--- src/rtl/float_compare_pipe_if.sv ---
// Operand/result stream between the shader issue stage and the float comparator.
interface float_compare_pipe_if #(
    parameter int unsigned EXPONENT = 6,
    parameter int unsigned MANTISSA = 11
);
    localparam int unsigned W = EXPONENT + MANTISSA + 1;

    logic         in_valid;
    logic         in_ready;
    logic [W-1:0] in_x;
    logic [W-1:0] in_y;
    logic [2:0]   in_op;
    logic         in_last;
    logic         out_valid;
    logic         out_ready;
    logic [W-1:0] out_value;
    logic         out_flag;
    logic         out_gt;
    logic         out_eq;
    logic         out_lt;

    modport master (
        output in_valid, in_x, in_y, in_op, in_last, out_ready,
        input  in_ready, out_valid, out_value, out_flag, out_gt, out_eq, out_lt
    );

    modport slave (
        input  in_valid, in_x, in_y, in_op, in_last, out_ready,
        output in_ready, out_valid, out_value, out_flag, out_gt, out_eq, out_lt
    );
endinterface

--- src/rtl/float_compare_pipe.sv ---
// Two-stage sign-magnitude float comparator: compare flags, min/max select and a
// streamed min/max reduction with a single accumulator.
module float_compare_pipe #(
    parameter int unsigned EXPONENT = 6,
    parameter int unsigned MANTISSA = 11
) (
    input logic                 clk,
    input logic                 reset_n,
    float_compare_pipe_if.slave bus
);
    localparam int unsigned W = EXPONENT + MANTISSA + 1;
    localparam int unsigned M = W - 1;   // magnitude width; bit M is the sign

    typedef enum logic [2:0] {
        OP_GT   = 3'd0,
        OP_GE   = 3'd1,
        OP_EQ   = 3'd2,
        OP_LT   = 3'd3,
        OP_MIN  = 3'd4,
        OP_MAX  = 3'd5,
        OP_RMIN = 3'd6,
        OP_RMAX = 3'd7
    } op_e;

    typedef struct packed {
        logic gt;
        logic eq;
        logic lt;
    } rel_t;

    // Fold signs into an unsigned magnitude compare of a against b.
    function automatic rel_t resolve(input logic [W-1:0] a, input logic [W-1:0] b,
                                     input logic magGt, input logic magEq);
        rel_t r;
        r = '0;
        if (magEq && (a[M-1:0] == '0)) begin
            r.eq = 1'b1;
        end else if (a[M] != b[M]) begin
            r.gt = ~a[M];
            r.lt = a[M];
        end else if (magEq) begin
            r.eq = 1'b1;
        end else if (magGt ^ a[M]) begin
            r.gt = 1'b1;
        end else begin
            r.lt = 1'b1;
        end
        return r;
    endfunction

    logic         readyEn;
    logic         advance;
    logic         acceptBeat;

    logic         s1Valid;
    logic [W-1:0] s1X;
    logic [W-1:0] s1Y;
    op_e          s1Op;
    logic         s1Last;
    logic         s1MagGt;
    logic         s1MagEq;

    logic [W-1:0] acc;
    logic         accFull;

    logic         outValid;
    logic [W-1:0] outValue;
    logic         outFlag;
    rel_t         outRel;

    logic         isReduce;
    logic         emitNext;
    logic         redTake;
    rel_t         pairRel;
    rel_t         accRel;
    rel_t         relNext;
    logic [W-1:0] redValue;
    logic [W-1:0] valueNext;
    logic         flagNext;

    assign advance    = ~outValid | bus.out_ready;
    assign acceptBeat = bus.in_valid & readyEn & advance;

    assign bus.in_ready  = readyEn & advance;
    assign bus.out_valid = outValid;
    assign bus.out_value = outValue;
    assign bus.out_flag  = outFlag;
    assign bus.out_gt    = outRel.gt;
    assign bus.out_eq    = outRel.eq;
    assign bus.out_lt    = outRel.lt;

    // S2 resolve: pair compare, accumulator compare and result select.
    always_comb begin
        isReduce  = (s1Op == OP_RMIN) || (s1Op == OP_RMAX);
        emitNext  = s1Valid & (~isReduce | s1Last);
        pairRel   = resolve(s1X, s1Y, s1MagGt, s1MagEq);
        accRel    = resolve(s1X, acc, s1X[M-1:0] > acc[M-1:0], s1X[M-1:0] == acc[M-1:0]);
        redTake   = ~accFull | ((s1Op == OP_RMIN) ? accRel.lt : accRel.gt);
        redValue  = redTake ? s1X : acc;
        valueNext = s1X;
        flagNext  = 1'b0;
        relNext   = pairRel;
        case (s1Op)
            OP_GT:   flagNext  = pairRel.gt;
            OP_GE:   flagNext  = pairRel.gt | pairRel.eq;
            OP_EQ:   flagNext  = pairRel.eq;
            OP_LT:   flagNext  = pairRel.lt;
            OP_MIN:  valueNext = pairRel.gt ? s1Y : s1X;
            OP_MAX:  valueNext = pairRel.lt ? s1Y : s1X;
            default: begin
                valueNext = redValue;
                relNext   = accFull ? accRel : rel_t'(3'b010);
            end
        endcase
    end

    always_ff @(posedge clk or negedge reset_n) begin
        if (!reset_n) begin
            readyEn  <= 1'b0;
            s1Valid  <= 1'b0;
            s1X      <= '0;
            s1Y      <= '0;
            s1Op     <= OP_GT;
            s1Last   <= 1'b0;
            s1MagGt  <= 1'b0;
            s1MagEq  <= 1'b0;
            acc      <= '0;
            accFull  <= 1'b0;
            outValid <= 1'b0;
            outValue <= '0;
            outFlag  <= 1'b0;
            outRel   <= '0;
        end else begin
            readyEn <= 1'b1;
            if (advance) begin
                s1Valid <= acceptBeat;
                if (acceptBeat) begin
                    s1X     <= bus.in_x;
                    s1Y     <= bus.in_y;
                    s1Op    <= op_e'(bus.in_op);
                    s1Last  <= bus.in_last;
                    s1MagGt <= bus.in_x[M-1:0] > bus.in_y[M-1:0];
                    s1MagEq <= bus.in_x[M-1:0] == bus.in_y[M-1:0];
                end
                outValid <= emitNext;
                if (emitNext) begin
                    outValue <= valueNext;
                    outFlag  <= flagNext;
                    outRel   <= relNext;
                end
                // A last beat closes the reduction in the same cycle it reports.
                if (s1Valid && isReduce) begin
                    acc     <= redValue;
                    accFull <= ~s1Last;
                end
            end
        end
    end
endmodule

--- src/flat_wrapper.sv ---
// flat-port wrapper written by rule: the top's interface ports become plain ports
module float_compare_pipe_flat 
#(
    parameter int unsigned EXPONENT = 6,
    parameter int unsigned MANTISSA = 11
)
  (clk, reset_n, bus_in_valid, bus_in_x, bus_in_y, bus_in_op, bus_in_last, bus_out_ready, bus_in_ready, bus_out_valid, bus_out_value, bus_out_flag, bus_out_gt, bus_out_eq, bus_out_lt);
  float_compare_pipe_if #(.EXPONENT(EXPONENT), .MANTISSA(MANTISSA)) bus_i ();
  input logic clk;
  input logic reset_n;
  input wire logic [$bits(bus_i.in_valid)-1:0] bus_in_valid;
  input wire logic [$bits(bus_i.in_x)-1:0] bus_in_x;
  input wire logic [$bits(bus_i.in_y)-1:0] bus_in_y;
  input wire logic [$bits(bus_i.in_op)-1:0] bus_in_op;
  input wire logic [$bits(bus_i.in_last)-1:0] bus_in_last;
  input wire logic [$bits(bus_i.out_ready)-1:0] bus_out_ready;
  output wire logic [$bits(bus_i.in_ready)-1:0] bus_in_ready;
  output wire logic [$bits(bus_i.out_valid)-1:0] bus_out_valid;
  output wire logic [$bits(bus_i.out_value)-1:0] bus_out_value;
  output wire logic [$bits(bus_i.out_flag)-1:0] bus_out_flag;
  output wire logic [$bits(bus_i.out_gt)-1:0] bus_out_gt;
  output wire logic [$bits(bus_i.out_eq)-1:0] bus_out_eq;
  output wire logic [$bits(bus_i.out_lt)-1:0] bus_out_lt;
  assign bus_i.in_valid = bus_in_valid;
  assign bus_i.in_x = bus_in_x;
  assign bus_i.in_y = bus_in_y;
  assign bus_i.in_op = bus_in_op;
  assign bus_i.in_last = bus_in_last;
  assign bus_i.out_ready = bus_out_ready;
  assign bus_in_ready = bus_i.in_ready;
  assign bus_out_valid = bus_i.out_valid;
  assign bus_out_value = bus_i.out_value;
  assign bus_out_flag = bus_i.out_flag;
  assign bus_out_gt = bus_i.out_gt;
  assign bus_out_eq = bus_i.out_eq;
  assign bus_out_lt = bus_i.out_lt;
  float_compare_pipe #(.EXPONENT(EXPONENT), .MANTISSA(MANTISSA)) u_core (.clk(clk), .reset_n(reset_n), .bus(bus_i));
endmodule
--- config.mk ---
export PLATFORM = sky130hd
export DESIGN_NAME = float_compare_pipe_flat
export DESIGN_NICKNAME = d
export VERILOG_FILES = /design/src/rtl/float_compare_pipe_if.sv /design/src/rtl/float_compare_pipe.sv /design/src/flat_wrapper.sv
export SDC_FILE = /design/constraint.sdc
export NUM_CORES = 1
export LEC_CHECK = 0
export BUFFER_PORTS_ARGS = -buffer_cell sky130_fd_sc_hd__buf_2
export CORE_MARGIN = 3
export CORE_UTILIZATION = 52
export DETAILED_ROUTE_END_ITERATION = 12
export GPL_TIMING_DRIVEN = 0
export PLACE_DENSITY = 0.76
export SLEW_MARGIN = 10
export SYNTH_ARGS = -nofsm -noshare
export SYNTH_HDL_FRONTEND = slang
export SYNTH_SLANG_ARGS = --single-unit
--- constraint.sdc ---
create_clock -name clk -period 3.1 [get_ports clk]
set_input_delay 0.31 -clock clk [delete_from_list [all_inputs] [get_ports clk]]
set_output_delay 0.31 -clock clk [all_outputs]
set_load 0.005 [all_outputs]
==> flow_metrics.env <==
export IMPL_min_path_cells=2
export IMPL_drt_vias_per_instance=5.973
export IMPL_p_leak_nw=2.686
export IMPL_timing_rr_start="u_core.s1X[11]$_DFFE_PN0P_"
export IMPL_hold_viol=0
export IMPL_finalWirelength_um=12750
export IMPL_wl_met3_um=812
export IMPL_grt_max_degree=58
export IMPL_cts_sinks=86
export IMPL_worst_path_max_fanout=10
export IMPL_grt_pass1_vias=3890
export IMPL_synth_edff_count=0
export IMPL_utilization_pct=66.56
export IMPL_rsz0062_at_grt="true"
export IMPL_crit_path_top_delay_cell="dfrtp_2"
export IMPL_die_h_um=102.0
export IMPL_hp_class="in -> reg"
export IMPL_final_max_slew_viol_count=0
export IMPL_status="finished clean"
export IMPL_ys_seq_elements=86
export IMPL_io_buffer_count=67
export IMPL_chipWidth_um=102.0
export IMPL_antenna_found_initial=0
export IMPL_grt_ovfl_total=0
export IMPL_fin_crit_ns=3.074
export IMPL_wirelength_met1_um=5718
export IMPL_grt_util_all_layers_pct=24.97
export IMPL_async_flop_share_pct=100.0
export IMPL_placed_cell_area_sq_mm=0.005289
export IMPL_pin_count=68
export IMPL_die_area_sq_mm=0.01040
export IMPL_core_area_sq_mm=0.008848
export IMPL_layout_drive_gt1_share_pct=32.86
export IMPL_hpwl_um=8973
export IMPL_critical_path_buf_inv_count=1
export IMPL_r2r_setup_slack_ns=0.03
export IMPL_worst_r2r_path_depth=10
export IMPL_dr_pass1_iters=4
export IMPL_worstMarginPinSlew_ns=0.7058
export IMPL_gp_congestion=0.9127
export IMPL_netlist_area_sq_mm=0.004788
export IMPL_grt_pass1_wl_um=19800
export IMPL_ir_worst_vdd_uv=316.1
export IMPL_rows=34
export IMPL_cts_tree="yes"
export IMPL_wl_per_cell_um=19.08
export IMPL_via_count=3990
export IMPL_synthFlopType="dfrtp_1"
export IMPL_syn_nets=540
export IMPL_synth_distinct_cells=54
export IMPL_synth_warning_count=0
export IMPL_finalClockSkew_ns=0.01494
export IMPL_path_clk_slew_ns=0.10
export IMPL_drt_iter0_drc=215
export IMPL_internal_power_w=0.003017
export IMPL_fin_crit_sh_pct=99.17
export IMPL_avgSynthCellArea_sq_um=10.36
export IMPL_powerDensity_mw_per_mm2=804.2
export IMPL_area_growth_pct=22.99
export IMPL_clkPwrFrac_pct=20.7
export IMPL_cp_top_family="simple AND/OR/NAND/NOR gates"
export IMPL_highest_layer="met4"
export IMPL_rr_endpoint="u_core.bus.out_value[7]$_DFFE_PN0P_"
export IMPL_crit_type="reg -> reg"
export IMPL_finalSetupTns_ns=0
export IMPL_seq_power_share_pct=38.2
export IMPL_postRouteAntennaNets=0
export IMPL_maxCapViolCount=0
export IMPL_hold_start="bus_in_last"
export IMPL_arrival_ns=3.31
export IMPL_syn_inst=462
export IMPL_initial_core_util_pct=54.11
export IMPL_crit_chain="ha_4 -> nand4_1 -> nor4_4 -> and3_4 -> and4b_4 -> a211oi_4 -> nor2b_4 -> or3_4 -> buf_8 -> o221a_1"
export IMPL_max_stage_delay_ns=0.49
export IMPL_p_comb_share_pct=41.1
export IMPL_root_buffer="clkbuf_8"
export IMPL_cts_buffer_depth=2
export IMPL_ys_seq_area_share_pct=44.94
export IMPL_setup_worst_path_end_class="flop"
export IMPL_switching_share_pct=36.30
export IMPL_final_setup_viol_count=0
export IMPL_finalInstanceArea_sq_mm=0.005889
export IMPL_slew_headroom_pct=52.94
export IMPL_fmax_ghz=0.3253
export IMPL_post_route_drc_count=0
export IMPL_holdPathEnd="u_core.s1Last$_DFFE_PN0P_"
export IMPL_p_switching_w=0.001719
export IMPL_wl_met2_um=6043
export IMPL_diodes=0
export IMPL_cts_buffers=9
export IMPL_worstSkewPairLatency_ns=0.36
export IMPL_cp_data_required_time_ns=3.34
export IMPL_final_nets=633
export IMPL_startpoint_type="flop"
export IMPL_htree_levels=3
==> per-stage QoR <==
stage	total power, W	instances	hold slack, ns	setup slack [ns]
2_1_floorplan	0.002877	462	0.01441	0.1996
3_3_place_gp	0.003359	637	0.4606	-0.2861
3_5_place_dp	0.003439	638	0.2700	-0.3367
4_1_cts	0.004576	662	0.1856	0.00001488
5_1_grt	0.005044	668	0.1793	-0.1157
6_report	0.004736	668	0.1860	0.02562
==> cell usage in the layout (no fill, tap or decap), types with 2 or more instances in the layout <==
cell	instances
nor2_1	28
inv_1	41
mux2_2	40
bufinv_16	3
clkbuf_8	10
nor4_1	3
o221ai_1	2
nand3_1	5
o311ai_0	2
ha_4	6
o221a_1	10
o21ai_0	32
nand2b_1	4
ha_1	28
o221a_2	5
xnor2_1	2
nand4_1	5
o221a_4	2
buf_2	68
a32oi_1	16
a21o_1	4
mux2i_1	3
nor2b_1	4
buf_4	14
o21a_1	8
dfrtp_1	76
a21oi_1	31
nor3_1	2
clkbuf_1	17
buf_12	3
nand2_1	36
dfrtp_2	10
==> worst reg2reg max path, cell delays in order, from the launching register on <==
cell	delay, ns
dfrtp_2	0.49
ha_4	0.30
nand4_1	0.20
nor4_4	0.25
and3_4	0.25
and4b_4	0.22
a211oi_4	0.31
nor2b_4	0.10
or3_4	0.44
buf_8	0.17
o221a_1	0.23
==> cells in the mapped netlist (2+ instances only) <==
library cell,number,area [sq um]
nor2_1,29,108.9
o21a_1,8,60.06
nor4_1,4,25.02
inv_1,41,153.9
o21ai_0,33,165.2
o221ai_1,2,17.52
xnor2_1,2,17.52
nand2b_1,4,25.02
a21oi_1,31,155.2
o221a_2,7,78.83
o31ai_1,2,15.01
nand4_1,5,31.28
nor3_1,2,10.01
o311ai_0,2,17.52
a21boi_0,2,15.01
nor2b_1,5,31.28
o221a_1,10,112.6
mux2i_1,3,30.03
or3_1,2,12.51
dfrtp_1,86,2152
a32oi_1,17,148.9
buf_2,3,15.01
ha_1,34,425.4
nand2_1,36,135.1
mux2_2,40,450.4
clkbuf_1,17,63.81
a21o_1,4,30.03
nand3_1,5,25.02
==> how the worst max path moves through the flow <==
stage	cells after the start	startpoint	endpoint	slack [ns]
after floorplan	11	u_core.s1X[15]$_DFFE_PN0P_	u_core.bus.out_value[10]$_DFFE_PN0P_	0.20
after global placement	11	u_core.s1X[12]$_DFFE_PN0P_	u_core.acc[10]$_DFFE_PN0P_	-0.29
after detailed placement	11	u_core.s1X[12]$_DFFE_PN0P_	u_core.acc[9]$_DFFE_PN0P_	-0.34
after CTS	10	u_core.s1X[15]$_DFFE_PN0P_	u_core.bus.out_value[7]$_DFFE_PN0P_	0.00001
after global routing	10	u_core.s1X[3]$_DFFE_PN0P_	u_core.bus.out_value[15]$_DFFE_PN0P_	-0.12
final	10	u_core.s1X[11]$_DFFE_PN0P_	u_core.bus.out_value[7]$_DFFE_PN0P_	0.03
==> state kept, by name (all words and copies together), names as in the netlist, 3 cells and up <==
signal,count
u_core.acc,18
u_core.s1X,18
u_core.s1Op,3
u_core.s1Y,18
u_core.bus.out_value,18
==> power by group through the flow <==
stage / clock (W) / combinational, W / sequential (W)
after floorplan: 0 / 0.00114 / 0.00173
after global placement: 0 / 0.00157 / 0.00179
after detailed placement: 0 / 0.00162 / 0.00181
after CTS: 0.000983 / 0.00181 / 0.00179
after global routing: 0.00104 / 0.00216 / 0.00184
final: 0.000980 / 0.00195 / 0.00181
==> area by class of cell <==
type,count,area [sq um]
plain buffers,21,116.4
well taps,108,135.1
clock inverters,5,106.4
flip-flops and latches,86,2165
repair buffers,84,513.0
fillers,701,2959
clock buffers,11,141.4
multi-input cells,312,2559
inverters,41,153.9
==> cell families (layout without fill, tap and decap cells) <==
group | Yosys count | in the layout | share of synthesized area, %
and+or+nand+nor | 99 | 99 | 9.851
xor gates and xnor gates | 2 | 2 | 0.3659
adders and majority gates | 34 | 34 | 8.884
other | 1 | 1 | 0.07832
muxes | 43 | 43 | 10.03
DFF | 86 | 86 | 44.94
buffers and inverters | 64 | 162 | 5.566
AOI/OAI and AO/OA | 133 | 133 | 20.28
==> metal layers <==
| layer | up-vias | global-route usage, % |
|---|---|---|
| li1 | 1872 | - |
| met1 | 1954 | 36.32 |
| met2 | 149 | 38.98 |
| met3 | 15 | 3.481 |
| met4 | 0 | 7.467 |
| met5 | - | 0 |
==> what timing repair did <==
item,4_1_cts,5_1_grt
endpoints found under the setup margin,35,26
gates resized for setup,19,21
pin swaps,8,2
buffers inserted,8,7
hold buffers,1,0
hold endpoints to repair,29,0
Power figures use the tool's default switching activity.
